File: src/rtl/seq_player_rl.sv
// Table-driven digit-sequence player: a writable DEPTH-entry table is walked by a pointer that
// steps forward/backward in wrap or saturate mode, with the selected entry registered on oNum.
module seq_player_rl #(
  parameter int unsigned DATA_W = 4,
  parameter int unsigned DEPTH  = 12,
  parameter int unsigned PTR_W  = 4
) (
  input  logic              iClk,
  input  logic              iRst_n,
  input  logic              iEn,
  input  logic              iDir,
  input  logic              iMode,
  input  logic              iLoad,
  input  logic [PTR_W-1:0]  iLoadPtr,
  input  logic              iWe,
  input  logic [PTR_W-1:0]  iWaddr,
  input  logic [DATA_W-1:0] iWdata,
  output logic [DATA_W-1:0] oNum,
  output logic [PTR_W-1:0]  oPtr,
  output logic              oValid,
  output logic              oWrap,
  output logic              oEnd
);

  localparam logic [PTR_W:0] LastIdx = (PTR_W+1)'(DEPTH - 1);
  localparam logic [PTR_W:0] OneExt  = (PTR_W+1)'(1);

  logic [DATA_W-1:0] table_q [DEPTH];
  logic [PTR_W-1:0]  ptr_q, ptr_d;
  logic [DATA_W-1:0] num_q, num_d;
  logic              valid_q, valid_d;
  logic              wrap_q, wrap_d;
  logic              end_q, end_d;

  logic [PTR_W:0]    cur_ext, load_ext, next_ext;
  logic              we_ok;

  assign cur_ext  = {1'b0, ptr_q};
  assign load_ext = {1'b0, iLoadPtr};
  assign we_ok    = iWe && ({1'b0, iWaddr} <= LastIdx);

  always_comb begin
    next_ext = cur_ext;
    wrap_d   = 1'b0;
    if (iLoad) begin
      next_ext = (load_ext > LastIdx) ? LastIdx : load_ext;
    end else if (iEn) begin
      if (iDir) begin
        if (cur_ext == LastIdx) begin
          if (!iMode) begin
            next_ext = '0;
            wrap_d   = 1'b1;
          end
        end else begin
          next_ext = cur_ext + OneExt;
        end
      end else begin
        if (cur_ext == '0) begin
          if (!iMode) begin
            next_ext = LastIdx;
            wrap_d   = 1'b1;
          end
        end else begin
          next_ext = cur_ext - OneExt;
        end
      end
    end
    ptr_d   = next_ext[PTR_W-1:0];
    end_d   = iMode && (iDir ? (next_ext == LastIdx) : (next_ext == '0));
    valid_d = valid_q || iLoad || iEn;
    // Write-through keeps oNum coherent with a same-cycle write to the new pointer.
    if (we_ok && (iWaddr == ptr_d)) begin
      num_d = iWdata;
    end else begin
      num_d = table_q[ptr_d];
    end
  end

  always_ff @(posedge iClk or negedge iRst_n) begin
    if (!iRst_n) begin
      for (int i = 0; i < int'(DEPTH); i++) begin
        table_q[i] <= '0;
      end
    end else if (we_ok) begin
      table_q[iWaddr] <= iWdata;
    end
  end

  always_ff @(posedge iClk or negedge iRst_n) begin
    if (!iRst_n) begin
      ptr_q   <= '0;
      num_q   <= '0;
      valid_q <= 1'b0;
      wrap_q  <= 1'b0;
      end_q   <= 1'b0;
    end else begin
      ptr_q   <= ptr_d;
      num_q   <= num_d;
      valid_q <= valid_d;
      wrap_q  <= wrap_d;
      end_q   <= end_d;
    end
  end

  assign oNum   = num_q;
  assign oPtr   = ptr_q;
  assign oValid = valid_q;
  assign oWrap  = wrap_q;
  assign oEnd   = end_q;

endmodule
File: config.mk
export PLATFORM = sky130hd
export DESIGN_NAME = seq_player_rl
export DESIGN_NICKNAME = d
export VERILOG_FILES = /design/src/rtl/seq_player_rl.sv
export SDC_FILE = /design/constraint.sdc
export NUM_CORES = 1
export LEC_CHECK = 0
export ABC_AREA = 0
export BUFFER_PORTS_ARGS = -buffer_cell sky130_fd_sc_hd__buf_2
export CORE_ASPECT_RATIO = 1.75
export CORE_MARGIN = 2
export CORE_UTILIZATION = 62
export CTS_BUF_LIST = sky130_fd_sc_hd__clkbuf_8
export DETAILED_ROUTE_END_ITERATION = 10
export PLACE_DENSITY_LB_ADDON = 0.05
export SLEW_MARGIN = 0
export SYNTH_ARGS = -nofsm -noshare
export SYNTH_HDL_FRONTEND = slang
export SYNTH_SLANG_ARGS = --single-unit
File: constraint.sdc
create_clock -name iClk -period 4.91 [get_ports iClk]
set_clock_uncertainty 0.05 [all_clocks]
set_input_delay 0.982 -clock iClk [delete_from_list [all_inputs] [get_ports iClk]]
set_output_delay 0.982 -clock iClk [all_outputs]
set_load 0.05 [all_outputs]
==> metrics.txt, run 1 <==
post-CTS setup buffers 0; Yosys cell types 52; antenna viol nets, final 0; warnings from Yosys 0; Cell Count, Final, Fillers Out about 360; CTS tree built; XOR/XNOR Fraction of Synth Area approximately 1.4%; register area 0.001476 mm2; vias in the first global route around 2.4k; post-synth top area cell dfrtp_1; crit-path max cell delay roughly 0.54 ns; fmax approximately 270 MHz; largest net degree at the start of global routing 60; Reg2Reg Depth 11; Buffers on Ports 29; CP Class reg -> reg; htree depth 3; GRT Total Usage 28.08%; initial antenna violation count 0; CP endpoint kind register; clock share of power 27.2%; maximum VDD drop 339.1 uV; gpl congestion about 0.98; post-cts sizing count 0; mapped cell area around 0.0031 mm2; Sw Ratio 32.52%; max_slew headroom between 50% and 60%; detailed-route DRC error count 0; vias per cell around 6.4; first-pass GRT wire length 11650 um; hold path cells 1; #FFs+latches synth between 50 and 60; WL final roughly 7000 um; clock sinks 59; Max Used Layer met4; gr ovfl total 0; max cap viols 0; final critical-path required period roughly 3.7 ns; end of the critical path oNum[0]$_DFF_PN0_; unrepaired setup endpoints after global routing false; DR vias between 2k and 2.5k; clock transition at the registers of the reported paths 0.06 ns; Slew Viols, Final 0; Routed met1 length 2618 um; multi-input logic area 0.001541 mm2; syn_area_per_cell 11.29 um2; routed len/inst between 15 and 20 um; Met2 Wirelength 3924 um; status complete, no violations; cells along the critical path inv_1, ha_1, or4b_4, or2_0, a221oi_2, or2_1, inv_4, a211oi_2, o32ai_1, a221o_1, mux2_2; drt initial violations 134; Mapped Cells 277; initial core utilization about 63%; Rows 34; Pleak approximately 0.0015 uW; crit-path max FO 15; post-synth top area share between 40% and 50%; main combinational cell family by area after synthesis multiplexers; simple-gate share of the synthesized area around an eighth; total CTS buffers 9; Worst path depth 11; placed insts 349; area fraction in compound gates after synthesis 12.28%; Switching Power 476.2 uW; combinational share of power between 20% and 30%; die area between 0.005 and 0.006 mm2; Synth Area in Adders 1.200%; Synth top cells by count dfrtp_1, mux2_2, nand2_1; setup ws final 1.255 ns; Worst Path Arrival roughly 3.8 ns; hold path start oValid$_DFF_PN0_; filler cell count about 390; sequential share of the synthesized area 47.20%; syn nets ~300; Worst Max-Slew Pin Slew 0.7366 ns; Area Overhead vs Synth 10.56%; HPWL Detailed 5273 um; clock tree root driver cell clkbuf_8; reg2reg end oNum[0]$_DFF_PN0_; mux cell area share after synthesis a little over a fifth; number of top-level design ports 30; Flop pwr share ~46%; Reg2Reg Setup Slack about 1.3 ns; Hold Violations, Final 0; Data required, critical path just over 5 ns; worst setup path start oPtr[0]$_DFF_PN0_; layout cell share with drive strength beyond 1 about 32%; 1st-pass router iterations 4; most frequent cell after synthesis dfrtp_1; Die H ~98 um; Setup TNS Final 0 ns; Pwr per Cell Area about 420 mW/mm2; dpl ws 0.9789 ns; Async SR Flop Fraction between 90% and 100%; Synth area leaders dfrtp_1, mux2_2, mux2i_1; WL met3 approximately 340 um; CP bufs+invs 2; Int Pwr a little under 1000 uW; Final #Nets 328; Critical Path Start Type register; Post-synth EDFFs 0; Clock Latency Late Sink about 0.34 ns; slowest CP cell or2_1; Final setup viols 0; Top FF cell, synth dfrtp_1; Core ar. ~0.005 mm2; Final Cycle Share between 70% and 80%; hold buffer count at CTS 0; Reg-to-Reg Start oPtr[0]$_DFF_PN0_; clk buf depth 2; Hold Path Class reg -> reg; CP top delay family simple AND/OR/NAND/NOR gates; Antenna Cells 0; Die X 57.70 um
[stage by stage]
step / hold slack [ns] / total power, uW / area, um2 / util (%)
floorplan: 0.3992 / 957.0 / 3128 / -
global placement: 0.3954 / 1062 / 3289 / 66.66
detailed placement: 0.4017 / 1074 / 3289 / 66.66
CTS: 0.4208 / 1472 / 3458 / 70.08
global route: 0.4463 / 1535 / 3458 / 70.08
finish: 0.4095 / 1464 / 3458 / 70.08
[routing by layer]
metal  track usage, %  vias up
li1                 -     1081
met1            30.21     1154
met2            49.48       71
met3            6.358       24
met4            14.67        0
met5                0        -
[how the worst min path moves through the flow]
| stage | end | slack, ns |
|---|---|---|
| 3_5_place_dp | oValid$_DFF_PN0_ | 0.40 |
| 2_1_floorplan | table_q[43]$_DFFE_PN0P_ | 0.40 |
| 6_report | oValid$_DFF_PN0_ | 0.41 |
| 5_1_grt | oValid$_DFF_PN0_ | 0.45 |
| 3_3_place_gp | oValid$_DFF_PN0_ | 0.40 |
| 4_1_cts | oValid$_DFF_PN0_ | 0.42 |
[cell type report]
class | count | share of cell area, %
timing repair buffer | 32 | 4.848
sequential | 59 | 42.69
inverter | 9 | 1.049
clock buffer | 9 | 3.582
tap | 54 | 1.954
clock inverter | 4 | 1.302
multi-input combinational | 195 | 44.57
[kinds of logic (layout without fill, tap and decap cells)]
family / after synthesis / count (layout)
flip-flops: 59 / 59
adder cells (fa/ha/maj): 3 / 3
AND/OR/NAND/NOR: 75 / 75
buffers and inverters: 23 / 54
AO/OA/AOI/OAI: 51 / 51
XOR/XNOR: 5 / 5
multiplexers: 61 / 61
[power groups by stage]
stage | clock network (uW) | registers (uW) | logic, uW
after floorplan | 0 | 702 | 255
after global placement | 0 | 672 | 390
after detailed placement | 0 | 676 | 399
after CTS | 404 | 667 | 401
after global routing | 423 | 680 | 433
final | 398 | 667 | 399
[sequential cells by signal, summed over array words and instances (netlist names)]
register  flops
oNum          4
table_q      48
oEnd          1
oWrap         1
oPtr          4
oValid        1
[placed cells by master, fill, tap and decap left out, types with 3 or more instances in the layout]
cell type / synthesis / routed
a2111oi_0: 3 / 3
a211oi_1: 5 / 5
a211oi_2: 3 / 3
a21boi_0: 3 / 3
a21oi_1: 7 / 7
and3_1: 3 / 3
buf_2: 5 / 29
buf_4: 2 / 3
clkbuf_8: 0 / 9
clkinv_2: 0 / 3
dfrtp_1: 59 / 59
ha_1: 3 / 3
inv_1: 7 / 7
mux2_2: 46 / 46
mux2i_1: 15 / 15
nand2_1: 21 / 21
nand2b_1: 5 / 5
nand3_1: 4 / 4
nand3b_1: 5 / 5
nor2_1: 13 / 13
nor2b_1: 4 / 4
nor3_1: 4 / 4
o21ai_0: 9 / 9
o32ai_1: 3 / 3
xnor2_1: 3 / 3
Power figures use the tool's default switching activity.
==> run 2: changes to the inputs <==
- CORE_UTILIZATION: 62 -> 61
- clock period: 4.91 -> 3.4 ns (I/O delays scaled with it)
==> run 2 against run 1 <==
Sequential share of layout area down 1.0 points. Flip-flop and latch count stayed put. Highest routed layer unchanged. Critical endpoint is now oNum[2]$_DFF_PN0_. First-iteration DRC count shrank 6.7%.
==> metrics.txt, run 2 (synthesis results as in run 1) <==
Final #Nets 340 (+3.7%); Data required, critical path 3.57 ns (-1.51 ns); setup ws final 0.2547 ns (-1.000 ns); Buffers on Ports 29 (unchanged); Antenna Cells 0 (unchanged); WL final 7416 um (+3.1%); first-pass GRT wire length 12000 um (+3.0%); fmax 317.9 MHz (+16%); DR vias 2341 (+0.47%); Setup TNS Final 0 ns (unchanged); Reg-to-Reg Start oPtr[0]$_DFF_PN0_; clk buf depth 2 (unchanged); layout cell share with drive strength beyond 1 34.78% (+2.3 points); Hold Path Class reg -> reg; filler cell count 386 (-0.77%); commonest non-fill, non-tap cell in the layout dfrtp_1; antenna viol nets, final 0 (unchanged); Core ar. 0.004977 mm2 (+0.86%); Area Overhead vs Synth 13.20%; die area 0.005739 mm2 (+1.5%); maximum VDD drop 503.0 uV (+48%); clock transition at the registers of the reported paths 0.07 ns (about the same); Worst Max-Slew Pin Slew 0.9339 ns (+0.1973 ns); crit-path max FO 8 (-7); Final setup viols 0 (unchanged); Worst Path Arrival 3.31 ns (-0.52 ns); gr ovfl total 0 (unchanged); Die H 98.73 um (+0.78%); Die X 58.13 um (+0.75%); HPWL Detailed 5515 um (+4.6%); Cell Count, Final, Fillers Out 376 (+3.9%); Clock Latency Late Sink 0.34 ns (about the same); post-CTS setup buffers 0 (unchanged); CP endpoint kind register; WHS 0.4121 ns (+0.002622 ns); hold path start oValid$_DFF_PN0_; reg2reg end oNum[2]$_DFF_PN0_; Reg2Reg Setup Slack 0.25 ns (-1.00 ns); max reg flops 48 (unchanged); number of top-level design ports 30 (unchanged); Reg2Reg Depth 11 (unchanged); initial antenna violation count 0 (unchanged); final critical-path required period 3.145 ns (-0.5099 ns); CP Class reg -> reg; Worst Hold Path EP oValid$_DFF_PN0_; CTS tree built; clock tree root driver cell clkbuf_8; total CTS buffers 9 (unchanged); htree depth 3 (unchanged); worst setup path start oPtr[0]$_DFF_PN0_; Most flops, register table_q; max cap viols 0 (unchanged); Hold Violations, Final 0 (unchanged); Slew Viols, Final 0 (unchanged); status complete, no violations; vias per cell 6.226 (-3.3%); clock sinks 59 (unchanged); Final Util 71.14% (+1.1 points); gpl congestion 0.8552 (-12%); hold path cells 1 (unchanged); commonest non-fill, non-tap cells in the layout dfrtp_1, mux2_2, buf_2; Rows 34 (unchanged); max_slew headroom 37.74% (-13 points); Pwr per Cell Area 594.0 mW/mm2 (+40%); drt initial violations 125 (-6.7%); Critical Path Start Type register; GRT Total Usage 28.97% (+0.89 points); placed insts 361 (+3.4%); initial core utilization 62.85% (-0.54 points); vias in the first global route 2405 (+1.4%); unrepaired setup endpoints after global routing false; routed len/inst 19.72 um (-0.72%); detailed-route DRC error count 0 (unchanged); Pleak 0.001586 uW (+4.0%); Final Cycle Share 92.51% (+18 points); dpl ws 0.1274 ns (-0.8515 ns); 1st-pass router iterations 4 (unchanged); largest net degree at the start of global routing 44 (-27%)
[run 2: timing repair]
action,4_1_cts,5_1_grt
resized for setup,0,1
endpoints found under the setup margin,0,3
hold buffers,0,0
[run 2: worst max path at each step]
| stage | to | slack [ns] | cells after the start |
|---|---|---|---|
| after CTS | oNum[2]$_DFF_PN0_ | 0.19 | 9 |
| after floorplan | oNum[0]$_DFF_PN0_ | 0.13 | 12 |
| after global placement | oNum[1]$_DFF_PN0_ | 0.16 | 9 |
| after detailed placement | oNum[2]$_DFF_PN0_ | 0.13 | 9 |
| final | oNum[2]$_DFF_PN0_ | 0.25 | 11 |
| after global routing | oNum[0]$_DFF_PN0_ | 0.08 | 9 |
[run 2: report_power, final]
group	switching, uW	internal [uW]
Combinational	352	271
Sequential	91.8	857
Clock	260	270
[run 2: final cells by class]
type / count / area, um2 / share of cell area (%)
multi-input combinational: 195 / 1543 / 43.57
sequential: 59 / 1476 / 41.70
timing repair buffer: 44 / 257.7 / 7.279
clock buffer: 10 / 137.6 / 3.887
tap: 54 / 67.56 / 1.908
inverter: 9 / 36.28 / 1.025
clock inverter: 5 / 22.52 / 0.6360
[run 2: stage by stage]
step / instance area [um2] / total power (uW)
after floorplan: 3128 / 1382
after global placement: 3379 / 1569
after detailed placement: 3379 / 1583
after CTS: 3540 / 2121
after global routing: 3541 / 2209
final: 3541 / 2103
[run 2: metal layers]
layer / vias up / GRT usage [%] / part of all wire, %
li1: 1091 / - / -
met5: - / 0 / 0
met2: 66 / 48.86 / 53
met1: 1154 / 31.94 / 38
met3: 30 / 5.381 / 3.5
met4: 0 / 19.86 / 5.4
[run 2: worst max-delay path: stages (launching register included)]
cell and delay [ns]:
dfrtp_1 0.38, inv_1 0.10, ha_1 0.21, or4b_4 0.48, or2_0 0.23, a221oi_2 0.20
or2_1 0.31, buf_4 0.24, mux2i_1 0.22, o22ai_1 0.09, a211o_1 0.26, mux2_2 0.25
==> run 3: changes to the inputs <==
--- a/config.mk
+++ b/config.mk
@@ -9,2 +9,3 @@
 export BUFFER_PORTS_ARGS = -buffer_cell sky130_fd_sc_hd__buf_2
+export CAP_MARGIN = 0
 export CORE_ASPECT_RATIO = 1.75
==> constraint.sdc (replaced) <==
create_clock -name iClk -period 3.4 [get_ports iClk]
set_clock_uncertainty 0.05 [all_clocks]
set_input_delay 0.34 -clock iClk [delete_from_list [all_inputs] [get_ports iClk]]
set_output_delay 0.34 -clock iClk [all_outputs]
set_load 0.05 [all_outputs]
==> run 3 against run 2 <==
Sequential power about the same. First-iteration DRC count increased by 9.6%. Via count fell by 0.21%. Total power increased by 6.3%. Cell area grew 0.46%. Final cell count decreased by 1.3%. Critical path type unchanged. Largest cell class unchanged.
==> metrics.txt, run 3 (synthesis results as in run 1) <==
Critical Path Start Type register; Cell Count, Final, Fillers Out 371 (-1.3%); max reg flops 48 (unchanged); crit-path max FO 7 (-1); gpl congestion 0.8542 (-0.12%); grt met1 use 32.13% (+0.19 points); vias in the first global route 2463 (+2.4%); max cap viols 0 (unchanged); Slew Viols, Final 0 (unchanged); Antenna Cells 0 (unchanged); GR Layer Usage met2 52.19% (+3.3 points); Data required, critical path 3.57 ns (about the same); final critical-path required period 3.076 ns (-0.06975 ns); Worst Max-Slew Pin Slew 0.9508 ns (+0.01685 ns); clock tree root driver cell clkbuf_8; Setup TNS Final 0 ns (unchanged); Final setup viols 0 (unchanged); CP Class reg -> reg; Die X 58.13 um (unchanged); fmax 325.1 MHz (+2.3%); detailed-route DRC error count 0 (unchanged); routed len/inst 19.98 um (+1.3%); HPWL Detailed 5527 um (+0.23%); initial antenna violation count 0 (unchanged); status complete, no violations; clock transition at the registers of the reported paths 0.07 ns (about the same); Reg-to-Reg Start oPtr[0]$_DFF_PN0_; Final #Nets 335 (-1.5%); placed insts 356 (-1.4%); Final Cycle Share 90.46% (-2.1 points); Buffers on Ports 29 (unchanged); max_slew headroom 36.62% (-1.1 points); post-cts sizing count 0 (unchanged); Die H 98.73 um (unchanged); Core ar. 0.004977 mm2 (unchanged); die area 0.005739 mm2 (unchanged); initial core utilization 62.85% (unchanged); Most flops, register table_q; Area Overhead vs Synth 13.72%; gr ovfl total 0 (unchanged); CTS tree built; GRT Total Usage 29.36% (+0.39 points); antenna viol nets, final 0 (unchanged); hold buffer count at CTS 0 (unchanged); unrepaired setup endpoints after global routing false; grt peak-use layer met2; 1st-pass router iterations 4 (unchanged); largest net degree at the start of global routing 45 (+2.3%); Pleak 0.001581 uW (-0.29%); WL final 7413 um (about the same); maximum VDD drop 441.4 uV (-12%); clock sinks 59 (unchanged); met3 Usage GRT 5.118% (-0.26 points); drt initial violations 137 (+9.6%); Clock Latency Late Sink 0.34 ns (about the same); htree depth 3 (unchanged); clk buf depth 2 (unchanged); commonest non-fill, non-tap cells in the layout dfrtp_1, mux2_2, buf_2; number of top-level design ports 30 (unchanged); Hold Violations, Final 0 (unchanged); Rows 34 (unchanged); layout cell share with drive strength beyond 1 34.38% (-0.40 points); Worst Path Arrival 3.24 ns (-0.07 ns); first-pass GRT wire length 12410 um (+3.4%); DR vias 2336 (-0.21%); Hold Path Class in -> async; worst setup path start oPtr[0]$_DFF_PN0_; CP endpoint kind register; total CTS buffers 9 (unchanged); commonest non-fill, non-tap cell in the layout dfrtp_1; vias per cell 6.296 (+1.1%); Pwr per Cell Area 628.4 mW/mm2 (+5.8%); post-CTS setup buffers 0 (unchanged)
run 3: metal layers:
metal	wire, um	share of wire [%]
met5	0	0
met4	250	3.4
met3	254	3.4
met2	4095	55
met1	2813	38
run 3: worst paths after layout:
| path | endpoint | slack, ns | cells past startpoint |
|---|---|---|---|
| max | oNum[2]$_DFF_PN0_ | 0.32 | 11 |
| min | table_q[22]$_DFFE_PN0P_ | 0.1 | 1 |
| max reg2reg | oNum[2]$_DFF_PN0_ | 0.32 | 11 |
| min reg2reg | oValid$_DFF_PN0_ | 0.42 | 1 |
| max in group asynchronous | table_q[36]$_DFFE_PN0P_ | 2.43 | 2 |
| min in group iClk | oWrap$_DFF_PN0_ | 0.21 | 2 |
run 3: worst max-delay path, stage by stage, from the launching register on:
cell	delay [ns]
dfrtp_1	0.38
inv_1	0.07
ha_1	0.25
or4b_4	0.49
or2_0	0.23
a221oi_2	0.21
or2_4	0.22
buf_4	0.19
mux2i_1	0.23
o22ai_1	0.12
a211o_1	0.26
mux2_2	0.26
run 3: final cells by class:
cell class              count  area [um2]
clock buffers              13       178.9
clock inverters             2       33.78
fillers                   371        1420
inverters                   9       36.28
multi-input cells         195        1544
flip-flops and latches     59        1476
well taps                  54       67.56
repair buffers             39       220.2
run 3: report_power, final:
part	total [uW]	internal [uW]	switching, uW
Combinational	618	265	353
Sequential	947	857	89.4
Clock	670	412	258
Total	2240	1530	701
run 3: stage by stage:
| stage | util, % | hold WS, ns | setup WS (ns) | area (um2) | total power (uW) |
|---|---|---|---|---|---|
| final | 71.47 | 0.09950 | 0.3245 | 3557 | 2235 |
| after global placement | 67.14 | 0.4032 | 0.2829 | 3342 | 1557 |
| after floorplan | - | -0.005591 | 0.1261 | 3128 | 1382 |
| after CTS | 71.42 | 0.1304 | 0.1503 | 3555 | 2239 |
| after detailed placement | 67.14 | 0.4039 | 0.1686 | 3342 | 1576 |
| after global routing | 71.47 | 0.1919 | 0.008376 | 3557 | 2340 |
